## src/rtl/dct_mac_if.sv

```systemverilog
// Product-in / coefficient-out handshake bundle for the DCT accumulator stage.
interface dct_mac_if #(
  parameter int PROD_W = 24,
  parameter int OUT_W  = 12
);
  logic              in_valid;
  logic              in_ready;
  logic [PROD_W-1:0] in_prod;
  logic              in_first;
  logic              out_valid;
  logic              out_ready;
  logic [OUT_W-1:0]  out_coef;
  logic              out_sat;

  modport master (
    output in_valid, in_prod, in_first, out_ready,
    input  in_ready, out_valid, out_coef, out_sat
  );

  modport slave (
    input  in_valid, in_prod, in_first, out_ready,
    output in_ready, out_valid, out_coef, out_sat
  );
endinterface

```

## src/rtl/dct_mac_accum.sv

```systemverilog
// DCT MAC accumulator: sums TERMS products per coefficient, rounds/scales/saturates,
// and hands finished coefficients out through a 2-entry valid/ready queue.
module dct_mac_accum #(
  parameter int PROD_W    = 24,
  parameter int TERMS     = 8,
  parameter int FRAC_BITS = 11,
  parameter int OUT_W     = 12
) (
  input  logic     clk,
  input  logic     rst,
  dct_mac_if.slave bus,
  output logic     err_sync
);
  localparam int CNT_W = $clog2(TERMS);
  localparam int ACC_W = PROD_W + CNT_W;
  localparam int RW    = ACC_W + 1;
  localparam logic [CNT_W-1:0] CNT_ZERO  = {CNT_W{1'b0}};
  localparam logic [CNT_W-1:0] CNT_ONE   = CNT_W'(1);
  localparam logic [CNT_W-1:0] LAST_TERM = CNT_W'(TERMS - 1);
  localparam logic signed [RW-1:0] RND_HALF = RW'(64'sd1 <<< (FRAC_BITS - 1));
  localparam logic signed [RW-1:0] COEF_MAX = RW'((64'sd1 <<< (OUT_W - 1)) - 64'sd1);
  localparam logic signed [RW-1:0] COEF_MIN = RW'(-(64'sd1 <<< (OUT_W - 1)));

  // Round half-up on a one-bit-widened sum, then clip; returns {sat, coef}.
  function automatic logic [OUT_W:0] round_clip(input logic signed [ACC_W-1:0] sum);
    logic signed [RW-1:0] wide;
    logic signed [RW-1:0] r;
    wide = RW'({sum[ACC_W-1], sum}) + RND_HALF;
    r    = wide >>> FRAC_BITS;
    if (r > COEF_MAX) begin
      return {1'b1, COEF_MAX[OUT_W-1:0]};
    end else if (r < COEF_MIN) begin
      return {1'b1, COEF_MIN[OUT_W-1:0]};
    end else begin
      return {1'b0, r[OUT_W-1:0]};
    end
  endfunction

  logic [CNT_W-1:0]        cnt_r, cnt_nxt_s;
  logic signed [ACC_W-1:0] acc_r, acc_nxt_s, prod_ext_s, sum_s;
  logic                    err_r, err_nxt_s;
  logic [1:0]              q_count_r, q_count_nxt_s;
  logic [OUT_W-1:0]        head_coef_r, head_coef_nxt_s, tail_coef_r, tail_coef_nxt_s;
  logic                    head_sat_r, head_sat_nxt_s, tail_sat_r, tail_sat_nxt_s;
  logic                    in_ready_r, out_valid_r;
  logic                    accept_s, pop_s, push_s, push_sat_s;
  logic [OUT_W-1:0]        push_coef_s;

  assign accept_s   = bus.in_valid && in_ready_r;
  assign pop_s      = out_valid_r && bus.out_ready;
  assign prod_ext_s = {{CNT_W{bus.in_prod[PROD_W-1]}}, bus.in_prod};
  assign sum_s      = acc_r + prod_ext_s;

  // Term counting, accumulation, resync on a misplaced in_first, group-end push.
  always_comb begin
    acc_nxt_s = acc_r;
    cnt_nxt_s = cnt_r;
    err_nxt_s = err_r;
    push_s    = 1'b0;
    {push_sat_s, push_coef_s} = round_clip(sum_s);
    if (accept_s) begin
      if (bus.in_first || (cnt_r == CNT_ZERO)) begin
        acc_nxt_s = prod_ext_s;
        cnt_nxt_s = CNT_ONE;
        err_nxt_s = err_r || (cnt_r != CNT_ZERO);
      end else if (cnt_r == LAST_TERM) begin
        acc_nxt_s = sum_s;
        cnt_nxt_s = CNT_ZERO;
        push_s    = 1'b1;
      end else begin
        acc_nxt_s = sum_s;
        cnt_nxt_s = cnt_r + CNT_ONE;
      end
    end else begin
      acc_nxt_s = acc_r;
    end
  end

  // Two-slot FIFO: head feeds the outputs, tail only fills when head is occupied.
  always_comb begin
    q_count_nxt_s   = q_count_r;
    head_coef_nxt_s = head_coef_r;
    head_sat_nxt_s  = head_sat_r;
    tail_coef_nxt_s = tail_coef_r;
    tail_sat_nxt_s  = tail_sat_r;
    case ({push_s, pop_s})
      2'b10: begin
        if (q_count_r == 2'd0) begin
          head_coef_nxt_s = push_coef_s;
          head_sat_nxt_s  = push_sat_s;
          q_count_nxt_s   = 2'd1;
        end else if (q_count_r == 2'd1) begin
          tail_coef_nxt_s = push_coef_s;
          tail_sat_nxt_s  = push_sat_s;
          q_count_nxt_s   = 2'd2;
        end else begin
          q_count_nxt_s = q_count_r;
        end
      end
      2'b01: begin
        head_coef_nxt_s = tail_coef_r;
        head_sat_nxt_s  = tail_sat_r;
        q_count_nxt_s   = q_count_r - 2'd1;
      end
      2'b11: begin
        if (q_count_r == 2'd2) begin
          head_coef_nxt_s = tail_coef_r;
          head_sat_nxt_s  = tail_sat_r;
          tail_coef_nxt_s = push_coef_s;
          tail_sat_nxt_s  = push_sat_s;
        end else begin
          head_coef_nxt_s = push_coef_s;
          head_sat_nxt_s  = push_sat_s;
        end
      end
      default: begin
        q_count_nxt_s = q_count_r;
      end
    endcase
  end

  // State registers; handshake flags are registered from the next queue count.
  always_ff @(posedge clk) begin
    if (rst) begin
      acc_r       <= {ACC_W{1'b0}};
      cnt_r       <= CNT_ZERO;
      err_r       <= 1'b0;
      q_count_r   <= 2'd0;
      head_coef_r <= {OUT_W{1'b0}};
      head_sat_r  <= 1'b0;
      tail_coef_r <= {OUT_W{1'b0}};
      tail_sat_r  <= 1'b0;
      in_ready_r  <= 1'b1;
      out_valid_r <= 1'b0;
    end else begin
      acc_r       <= acc_nxt_s;
      cnt_r       <= cnt_nxt_s;
      err_r       <= err_nxt_s;
      q_count_r   <= q_count_nxt_s;
      head_coef_r <= head_coef_nxt_s;
      head_sat_r  <= head_sat_nxt_s;
      tail_coef_r <= tail_coef_nxt_s;
      tail_sat_r  <= tail_sat_nxt_s;
      in_ready_r  <= (q_count_nxt_s < 2'd2);
      out_valid_r <= (q_count_nxt_s != 2'd0);
    end
  end

  assign bus.in_ready  = in_ready_r;
  assign bus.out_valid = out_valid_r;
  assign bus.out_coef  = head_coef_r;
  assign bus.out_sat   = head_sat_r;
  assign err_sync      = err_r;
endmodule
```

## src/flat_wrapper.sv

```systemverilog
// flat-port wrapper written by rule: the top's interface ports become plain ports
module dct_mac_accum_flat 
#(
  parameter int PROD_W    = 24,
  parameter int TERMS     = 8,
  parameter int FRAC_BITS = 11,
  parameter int OUT_W     = 12
)
  (clk, rst, err_sync, bus_in_valid, bus_in_prod, bus_in_first, bus_out_ready, bus_in_ready, bus_out_valid, bus_out_coef, bus_out_sat);
  dct_mac_if #(.PROD_W(PROD_W), .OUT_W(OUT_W)) bus_i ();
  input  logic clk;
  input  logic rst;
  output logic err_sync;
  input wire logic [$bits(bus_i.in_valid)-1:0] bus_in_valid;
  input wire logic [$bits(bus_i.in_prod)-1:0] bus_in_prod;
  input wire logic [$bits(bus_i.in_first)-1:0] bus_in_first;
  input wire logic [$bits(bus_i.out_ready)-1:0] bus_out_ready;
  output wire logic [$bits(bus_i.in_ready)-1:0] bus_in_ready;
  output wire logic [$bits(bus_i.out_valid)-1:0] bus_out_valid;
  output wire logic [$bits(bus_i.out_coef)-1:0] bus_out_coef;
  output wire logic [$bits(bus_i.out_sat)-1:0] bus_out_sat;
  assign bus_i.in_valid = bus_in_valid;
  assign bus_i.in_prod = bus_in_prod;
  assign bus_i.in_first = bus_in_first;
  assign bus_i.out_ready = bus_out_ready;
  assign bus_in_ready = bus_i.in_ready;
  assign bus_out_valid = bus_i.out_valid;
  assign bus_out_coef = bus_i.out_coef;
  assign bus_out_sat = bus_i.out_sat;
  dct_mac_accum #(.PROD_W(PROD_W), .TERMS(TERMS), .FRAC_BITS(FRAC_BITS), .OUT_W(OUT_W)) u_core (.clk(clk), .rst(rst), .bus(bus_i), .err_sync(err_sync));
endmodule
```

## config.mk

```make
export PLATFORM = sky130hd
export DESIGN_NAME = dct_mac_accum_flat
export DESIGN_NICKNAME = d
export VERILOG_FILES = /design/src/rtl/dct_mac_if.sv /design/src/rtl/dct_mac_accum.sv /design/src/flat_wrapper.sv
export SDC_FILE = /design/constraint.sdc
export NUM_CORES = 1
export LEC_CHECK = 0
export ABC_AREA = 1
export CORE_UTILIZATION = 41
export DETAILED_ROUTE_END_ITERATION = 8
export PLACE_DENSITY = 0.58
export SKIP_CTS_REPAIR_TIMING = 1
export SLEW_MARGIN = 20
export SYNTH_ARGS = -nofsm -noshare
export SYNTH_HDL_FRONTEND = slang
export SYNTH_SLANG_ARGS = --single-unit
```

## constraint.sdc

```tcl
create_clock -name clk -period 4.3 [get_ports clk]
set_input_delay 0.43 -clock clk [delete_from_list [all_inputs] [get_ports clk]]
set_output_delay 0.43 -clock clk [all_outputs]
set_load 0.03 [all_outputs]
```

==> results of run 1 <==
kinds of logic after synthesis:
logic type / count (synthesis) / share of synthesized area (%)
flops: 61 / 22.7
simple gates: 489 / 39.3
buf+inv: 164 / 11.8
compound gates: 137 / 14.0
mux: 1 / 0.186
xor+xnor: 18 / 2.93
fa+ha+maj: 38 / 8.98
area by class of cell:
type | count | area (um2)
multi-input combinational | 683 | 3530
timing repair buffer | 50 | 498
tap | 172 | 215
clock buffer | 10 | 239
fill | 1389 | 6390
clock inverter | 6 | 110
inverter | 138 | 518
sequential | 61 | 1220
cells in the mapped netlist (all sizes together):
| cell type | number | area share [%] |
|---|---|---|
| a21oi | 85 | 7.9 |
| a221oi | 1 | 0.16 |
| and2 | 2 | 0.23 |
| buf | 4 | 0.65 |
| clkbuf | 22 | 1.5 |
| clkinv | 3 | 0.21 |
| dfxtp | 61 | 23 |
| fa | 1 | 0.37 |
| ha | 37 | 8.6 |
| inv | 135 | 9.4 |
| mux2i | 1 | 0.19 |
| nand2 | 317 | 23 |
| nand3 | 84 | 8.2 |
| nand3b | 2 | 0.28 |
| nand4 | 13 | 1.5 |
| nor2 | 64 | 5.3 |
| nor3 | 5 | 0.56 |
| o211ai | 23 | 3.2 |
| o21ai | 24 | 2.2 |
| o21bai | 3 | 0.42 |
| o22ai | 1 | 0.12 |
| or2 | 2 | 0.23 |
| xnor2 | 5 | 0.81 |
| xor2 | 13 | 2.1 |
stage by stage:
step | cell area (um2) | setup slack [ns]
6_report | 6330 | 0.657
5_1_grt | 6330 | 0.295
4_1_cts | 6330 | 0.673
3_5_place_dp | 5980 | 0.317
3_3_place_gp | 5980 | 0.401
2_1_floorplan | 5380 | 1.23
sequential cells by signal, summed over array words and instances, names as in the netlist:
| name | count |
|---|---|
| u_core.q_count_r | 2 |
| u_core.acc_r | 27 |
| u_core.bus.in_ready | 1 |
| u_core.tail_coef_r | 12 |
| u_core.cnt_r | 3 |
| u_core.bus.out_valid | 1 |
| u_core.tail_sat_r | 1 |
| u_core.err_sync | 1 |
| u_core.bus.out_coef | 12 |
| u_core.bus.out_sat | 1 |
placed cells by master (no fill, tap or decap), drive strengths merged:
cell	n
or2	2
mux2i	1
bufinv	3
nand3b	2
a21oi	85
nor2	64
fa	1
o211ai	23
clkinv	4
ha	37
clkbuf	10
nand4	13
xor2	13
o22ai	1
buf	6
nand3	84
a221oi	1
o21bai	3
nor3	5
xnor2	5
nand2	317
and2	2
o21ai	24
clkdlybuf4s50	44
dfxtp	61
clkinvlp	2
inv	135
worst paths after layout:
| kind | to | depth (start not counted) |
|---|---|---|
| setup / recovery | u_core.bus.out_coef[0]$_SDFFE_PP0P_ | 23 |
| hold / removal | u_core.bus.out_coef[7]$_SDFFE_PP0P_ | 2 |
| setup reg to reg | u_core.bus.out_coef[0]$_SDFFE_PP0P_ | 22 |
| hold reg to reg | u_core.bus.out_coef[7]$_SDFFE_PP0P_ | 2 |
critical path: cells and delay by family:
family | cells | cell delay, ns
simple gates | 16 | 1.54
fa+ha+maj | 3 | 0.98
buf+inv | 2 | 0.56
xor+xnor | 1 | 0.30
compound gates | 1 | 0.12
layer usage:
metal,part of all wire (%),track usage [%],vias up
li1,-,-,2978
met1,49,32.5,2490
met2,43,36.7,159
met3,5.4,4.36,26
met4,2.6,9.62,0
met5,0,0,-
power groups by stage:
stage | Sequential (W) | Combinational, W | Clock, W
2_1_floorplan | 0.000609 | 0.000475 | 0
3_3_place_gp | 0.000612 | 0.000647 | 0
3_5_place_dp | 0.000612 | 0.000642 | 0
4_1_cts | 0.000600 | 0.000647 | 0.000885
5_1_grt | 0.000602 | 0.000726 | 0.000904
6_report | 0.000600 | 0.000648 | 0.000863
==> results_dict.tcl, run 1 <==
set metrics [dict create \
    status "complete, no violations" \
    netlist_area_um2 5380 \
    max_slew_margin_pct 38.7 \
    port_buffers 44 \
    r2r-start "u_core.acc_r[0]$_SDFFE_PP0P_" \
    final_antenna_net_count 0 \
    start_util_pct 42.3 \
    hold_viol 0 \
    min_from "u_core.bus.out_coef[7]$_SDFFE_PP0P_" \
    cpMostUsedCell "nand2_1" \
    leakagePower_nw 3.13 \
    dp_hpwl_um 11400 \
    drt_iter0_drc 344 \
    dp.cells 1104 \
    p_switching_w 0.000723 \
    maxCapViolCount 0 \
    gp_congestion 0.879 \
    clkSinkCount 61 \
    path_clk_slew_ns 0.05 \
    p_total_w 0.00211 \
    fp.dieW_um 117 \
    pwr-share-comb_pct 30.7 \
    setup_viol 0 \
    crit_type "in -> reg" \
    cp_slowest_cell "fa_1" \
    num_rows 41 \
    grt_remaining_overflow 0 \
    fin_crit_sh_pct 84.7 \
    num_vias 5653 \
    hold_class "reg -> reg" \
    power.share.sequential_pct 28.4 \
    hold_slack_ns 0.462 \
    power_density_nw_per_um2 334 \
    fin_crit_ns 3.64 \
    clock_skew_ns 0.00489 \
    yosysSeqAreaShare_pct 22.7 \
    synth_cell_type_count 33 \
    final_cells 1120 \
    arrival_ns 3.92 \
    syn_avg_cell_area_um2 5.93 \
    die_area_um2 13600 \
    routedWlPerCell_um 13.7 \
    drive_gt1_share_pct 7.07 \
    pwr-share-clk_pct 40.9 \
    antennaDiodeCount 0 \
    drv_slew 0 \
    ir_drop_mv 0.190 \
    clockBufferDepth 2 \
    ctsHtreeMaxLevel 3 \
    setup.worst_path.start_class "primary input" \
    end_kind "register" \
    cts_buffers 9 \
    grtUsageTotal_pct 23.7 \
    p_int_w 0.00139 \
    synth_nets 975 \
    antenna_found_initial 0 \
    yosys_warnings 0 \
    critPathLaunch "bus_in_prod[0]" \
    final_nets 1010 \
    cp_data_required_time_ns 4.57 \
    first_global_vias 5038 \
    crit_fanout 12 \
    insertion_delay_ns 0.34 \
    vias_per_cell 5.05 \
    drcViolationCount 0 \
    cts_tree "done" \
    swShare_pct 34.3 \
    synthCells 908 \
    r2r_setup_slack_ns 0.90 \
    area_delta_synth_final_pct 17.6 \
    fin_util_pct 49.7 \
    io_pins 45 \
    firstDrtPassIters 5 \
    synth-seq-cells 61 \
    rsz0062_at_grt "false" \
    grt_max_degree 36 \
    slowest_delay_ns 0.46 \
    cp_cell_sequence "clkdlybuf4s50_1 > ha_1 > fa_1 > nand3_1 > nand3_2 > xnor2_1 > inv_1 > ha_1 > nand3_1 > nor2_2 > nand2_2 > nor2_4 > nand2_1 > nand2_1 > nand2_1 > nand3_1 > nor2_1 > nand2_1 > nand2_2 > nand2_1 > nand3_1 > nand2_1 > a21oi_1" \
    worst_slew_pin_slew_ns 0.919 \
    max_freq_mhz 274 \
    die_height_um 117 \
    grt_pass1_wl_um 24900 \
    setup_tns_ns 0 \
    core-area_um2 12700 \
    totalWireLength_um 15300 \
    clock-root-buffer "clkbuf_16" \
]
No activity file was read; power rests on OpenSTA's default activity.
==> run 2: changes to the inputs <==
Settings changed: PLACE_DENSITY 0.58 to 0.6.
Clock period 4.3 ns to 3.3 ns, I/O delays scaled along.
==> run 2 against run 1 <==
  * Count of clock-buffer cells in the layout up 3
  * Combinational power is 90% higher
  * Clock power is 26% higher
  * Die area did not move
  * Global-route usage rose by 1.5 points
  * Setup slack got worse by 0.45 ns
  * Core utilization increased by 11 points
  * First-iteration DRC count rose by 35%
  * Clock skew grew 0.0070 ns
  * Critical endpoint is now u_core.bus.out_coef[9]$_SDFFE_PP0P_
  * Largest power group is now combinational cells
==> results_dict.tcl, run 2 (same netlist as run 1, synthesis figures left out) <==
set metrics [dict create \
    layout_common_cells "282 x nand2_1, 129 x inv_1, 115 x buf_4" \
    crit_type "in -> reg" \
    final_antenna_net_count 0 \
    cts_buffers 9 \
    dp_hpwl_um 12000 \
    fill_cells 1300 \
    first_global_vias 5705 \
    die_area_um2 13600 \
    power_density_nw_per_um2 406 \
    drcViolationCount 0 \
    core-area_um2 12700 \
    gp_congestion 0.904 \
    crit_fanout 6 \
    totalWireLength_um 16500 \
    fp.dieW_um 117 \
    routedWlPerCell_um 13.4 \
    pre_cts_ws_ns -0.339 \
    fin_crit_sh_pct 93.6 \
    cpMostUsedCell "nand2_1" \
    cp_num_cells 23 \
    fin_ws_ns 0.210 \
    grt_max_degree 36 \
    port_buffers 44 \
    arrival_ns 3.35 \
    hold_class "in -> reg" \
    num_rows 41 \
    final_common_cell "nand2_1" \
    num_vias 6113 \
    path_delay_family "simple AND/OR/NAND/NOR gates" \
    fin_crit_ns 3.09 \
    ctsHtreeMaxLevel 3 \
    setup_viol 0 \
    insertion_delay_ns 0.34 \
    maxCapViolCount 0 \
    clock-root-buffer "clkbuf_16" \
    final_nets 1124 \
    drv_slew 0 \
    hold_slack_ns 0.390 \
    start_util_pct 42.3 \
    slowest_delay_ns 0.49 \
    cp_data_required_time_ns 3.56 \
    clockBufferDepth 2 \
    grtUsageTotal_pct 25.3 \
    r2r_cells 22 \
    cp_cell_sequence "clkdlybuf4s50_1 > ha_4 > nand2_1 > nor2_2 > inv_1 > nor2_2 > nand3_1 > nand3_1 > nand2_1 > nand2_1 > nand2_1 > nor2_2 > nand3_1 > nand2_1 > nand3_1 > nor2_1 > nand2_1 > nand2_2 > buf_6 > nand2_2 > nand3_1 > nand2_1 > a21oi_2" \
    firstDrtPassIters 5 \
    antennaDiodeCount 0 \
    antenna_found_initial 0 \
    grt_pass1_wl_um 26800 \
    ir_drop_mv 0.297 \
    path_clk_slew_ns 0.05 \
    status "complete, no violations" \
    largest_reg_flops 27 \
    io_pins 45 \
    crit_buf_inv 3 \
    max_slew_margin_pct 41.1 \
    worst_slew_pin_slew_ns 0.883 \
    hold_depth 5 \
    top_register "u_core.acc_r" \
    area_delta_synth_final_pct 42.7 \
    drive_gt1_share_pct 23.3 \
    hold_viol 0 \
    cts_tree "done" \
    fin_util_pct 60.3 \
    drt_iter0_drc 465 \
    end_kind "register" \
    max_freq_mhz 324 \
    leakagePower_nw 3.86 \
    vias_per_cell 4.95 \
    grt_remaining_overflow 0 \
    clock_skew_ns 0.0119 \
    clkSinkCount 61 \
    setup.worst_path.start_class "primary input" \
    die_height_um 117 \
    cp_slowest_cell "clkdlybuf4s50_1" \
    p_total_w 0.00311 \
]
==> run 2: cell types whose count changed in the layout (fill, tap and decap cells not counted), moves of 7 or more <==
cell,change
nand2_2,+13
ha_1,-24
nor2_2,+7
dlymetal6s2s_1,+16
nor2_1,-9
buf_4,+110
ha_4,+22
nand2_1,-15
clkdlybuf4s50_1,-16
==> run 2: worst register-to-register path, stage by stage (launching register included) <==
cell	delay, ns
dfxtp_1	0.31
ha_2	0.20
fa_2	0.40
nand3_2	0.11
nand3_4	0.10
xnor2_4	0.16
inv_2	0.06
ha_2	0.18
nand3_2	0.10
nor2_4	0.13
nand2_2	0.09
nor2_4	0.18
nand3_2	0.08
nand2_1	0.09
nand3_1	0.08
nor2_1	0.11
nand2_1	0.07
nand2_2	0.11
buf_6	0.14
nand2_2	0.06
nand3_1	0.07
nand2_1	0.07
a21oi_2	0.12
==> run 2: final timing paths <==
path	startpoint	slack (ns)	to
worst max-delay path	bus_in_prod[21]	0.21	u_core.bus.out_coef[9]$_SDFFE_PP0P_
worst min-delay path	bus_in_prod[0]	0.39	u_core.acc_r[0]$_SDFFE_PP0P_
worst max register to register	u_core.acc_r[0]$_SDFFE_PP0P_	0.22	u_core.bus.out_coef[9]$_SDFFE_PP0P_
worst min register to register	u_core.bus.out_sat$_SDFFE_PP0P_	0.46	u_core.bus.out_sat$_SDFFE_PP0P_
==> run 2: power by group <==
part	switching (W)	leakage [nW]	internal (W)
Combinational	0.000653	3.19	0.000573
Sequential	0.0000267	0.500	0.000767
Clock	0.000352	0.172	0.000742
==> run 2: through the flow <==
step	instance area, um2	instances	TNS, ns
after global placement	6810	1213	-7.34
final	7670	1234	0
after global routing	7670	1234	-0.395
after CTS	7160	1229	-0.103
after floorplan	5380	908	0
after detailed placement	6810	1213	-7.57
==> run 2: cell type report <==
cell class	instances	area, um2	share of cell area, %
Multi-Input combinational cell	683	3950	51.5
Clock inverter	3	65.1	0.848
Inverter	138	518	6.75
Tap cell	172	215	2.80
Timing Repair Buffer	164	1420	18.5
Sequential cell	61	1230	16.0
Clock buffer	13	280	3.65
==> run 2: layer usage <==
| metal | global-route usage (%) | up-vias | routed length [um] |
|---|---|---|---|
| met3 | 4.05 | 26 | 854 |
| met5 | 0 | - | 0 |
| li1 | - | 3208 | - |
| met4 | 7.68 | 0 | 343 |
| met1 | 33.5 | 2726 | 7830 |
| met2 | 42.0 | 153 | 7500 |
==> run 3: changes to the inputs <==
Settings changed: GPL_TIMING_DRIVEN from default to 0, PLACE_DENSITY 0.6 to 0.58.
Clock period 3.3 ns to 3.7 ns, I/O delays scaled along.
==> run 3 against run 2 <==
  * Hold slack gained 0.061 ns
  * Largest cell class unchanged
  * Count of clock-buffer cells in the layout shrank 1
  * Non-clock buffer count shrank 89
  * Clock power shrank 15%
  * Highest routed layer unchanged
  * Sequential power shrank 11%
  * Via count shrank 4.7%
  * Critical endpoint is now u_core.bus.out_sat$_SDFFE_PP0P_
  * Die area is the same
  * Global-route usage grew 0.63 points
  * Power shrank 21%
  * Sequential share of layout area grew 2.3 points
==> results_dict.tcl, run 3 (same netlist as run 1, synthesis figures left out) <==
set metrics [dict create \
    antennaDiodeCount 0 \
    final_area_um2 6670 \
    fp.dieW_um 117 \
    end_kind "register" \
    clock-root-buffer "clkbuf_16" \
    first_global_vias 5434 \
    ir_drop_mv 0.230 \
    clockBufferDepth 2 \
    area_delta_synth_final_pct 23.9 \
    cts_tree "done" \
    p_int_w 0.00160 \
    num_vias 5825 \
    fin_ws_ns 0.238 \
    cp_cell_sequence "clkdlybuf4s50_1 > fa_2 > nand3_1 > nand3_2 > xnor2_2 > inv_1 > ha_2 > nand3_1 > nor2_2 > nand2_2 > nor2_4 > nand3_2 > nand2_1 > nand3_1 > nor2_1 > nand2_1 > nand2_2 > buf_8 > nand2_1 > o21ai_1 > a21oi_1" \
    hold_viol 0 \
    grt_max_degree 12 \
    crit_buf_inv 3 \
    drcViolationCount 0 \
    cp_data_required_time_ns 3.88 \
    power.share.sequential_pct 28.6 \
    final_nets 1035 \
    drive_gt1_share_pct 10.3 \
    start_util_pct 42.3 \
    port_buffers 43 \
    p_total_w 0.00246 \
    crit_fanout 10 \
    path_delay_family "simple AND/OR/NAND/NOR gates" \
    hold_class "in -> reg" \
    drv_slew 0 \
    core-area_um2 12700 \
    cp_slowest_cell "clkdlybuf4s50_1" \
    maxCapViolCount 0 \
    grt_remaining_overflow 0 \
    fin_util_pct 52.4 \
    top_register "u_core.acc_r" \
    ctsHtreeMaxLevel 3 \
    final_antenna_net_count 0 \
    swShare_pct 34.8 \
    grtUsageTotal_pct 25.9 \
    max_freq_mhz 289 \
    hold_depth 2 \
    dp_hpwl_um 13200 \
    insertion_delay_ns 0.33 \
    max_slew_margin_pct 53.7 \
    p_switching_w 0.000855 \
    cts_buffers 9 \
    fin_crit_sh_pct 93.6 \
    power_density_nw_per_um2 369 \
    routedWlPerCell_um 14.8 \
    slowest_delay_ns 0.48 \
    clock_skew_ns 0.00750 \
    fill_cells 1397 \
    crit_type "in -> reg" \
    place_area_um2 6030 \
    path_clk_slew_ns 0.05 \
    antenna_found_initial 0 \
    arrival_ns 3.65 \
    r2r_cells 21 \
    clkSinkCount 61 \
    cp_num_cells 21 \
    leakagePower_nw 3.25 \
    vias_per_cell 5.09 \
    pre_cts_ws_ns -0.380 \
    totalWireLength_um 16900 \
    final_common_cell "nand2_1" \
    largest_reg_flops 27 \
    layout_common_cells "295 x nand2_1, 132 x inv_1, 84 x a21oi_1" \
    gp_congestion 0.904 \
    pwr-share-clk_pct 37.7 \
    num_rows 41 \
    drt_iter0_drc 401 \
    setup_viol 0 \
    status "complete, no violations" \
    io_pins 45 \
    worst_slew_pin_slew_ns 0.695 \
    firstDrtPassIters 5 \
    grt_pass1_wl_um 26900 \
    fin_crit_ns 3.46 \
    pwr-share-comb_pct 33.7 \
    die_area_um2 13600 \
    setup.worst_path.start_class "primary input" \
    hold_slack_ns 0.451 \
    die_height_um 117 \
]
-- run 3: final timing paths --
kind	startpoint	end	slack (ns)
max reg2reg	u_core.acc_r[0]$_SDFFE_PP0P_	u_core.bus.out_sat$_SDFFE_PP0P_	0.30
min	rst	u_core.acc_r[7]$_SDFFE_PP0P_	0.45
max	bus_in_prod[1]	u_core.bus.out_sat$_SDFFE_PP0P_	0.24
min reg2reg	u_core.bus.out_coef[8]$_SDFFE_PP0P_	u_core.bus.out_coef[8]$_SDFFE_PP0P_	0.46
-- run 3: through the flow --
step / cells / setup TNS, ns
after floorplan: 908 / 0
after global placement: 1123 / -8.05
after detailed placement: 1123 / -8.39
after CTS: 1139 / -3.49
after global routing: 1145 / -0.0278
final: 1145 / 0
-- run 3: final cells by class --
type / count / area [um2] / share of cell area (%)
Multi-Input combinational cell: 683 / 3760 / 56.4
Sequential cell: 61 / 1220 / 18.3
Inverter: 138 / 522 / 7.83
Timing Repair Buffer: 49 / 498 / 7.47
Clock buffer: 12 / 256 / 3.85
Tap cell: 172 / 215 / 3.23
Buffer: 26 / 121 / 1.82
Clock inverter: 4 / 70.1 / 1.05
-- run 3: routing by layer --
metal	GRT usage (%)	up-vias	routed length [um]	share of wire [%]
li1	-	3014	-	-
met1	35.9	2650	8440	50
met2	42.0	146	7460	44
met3	3.79	15	847	5.0
met4	6.50	0	204	1.2
met5	0	-	0	0
-- run 3: power by group through the flow --
| stage | clock, W | combinational (W) | sequential [W] |
|---|---|---|---|
| 6_report | 0.000926 | 0.000829 | 0.000704 |
| 5_1_grt | 0.000971 | 0.000924 | 0.000706 |
| 4_1_cts | 0.000939 | 0.000768 | 0.000698 |
| 3_5_place_dp | 0 | 0.000763 | 0.000712 |
| 3_3_place_gp | 0 | 0.000764 | 0.000711 |
| 2_1_floorplan | 0 | 0.000552 | 0.000708 |
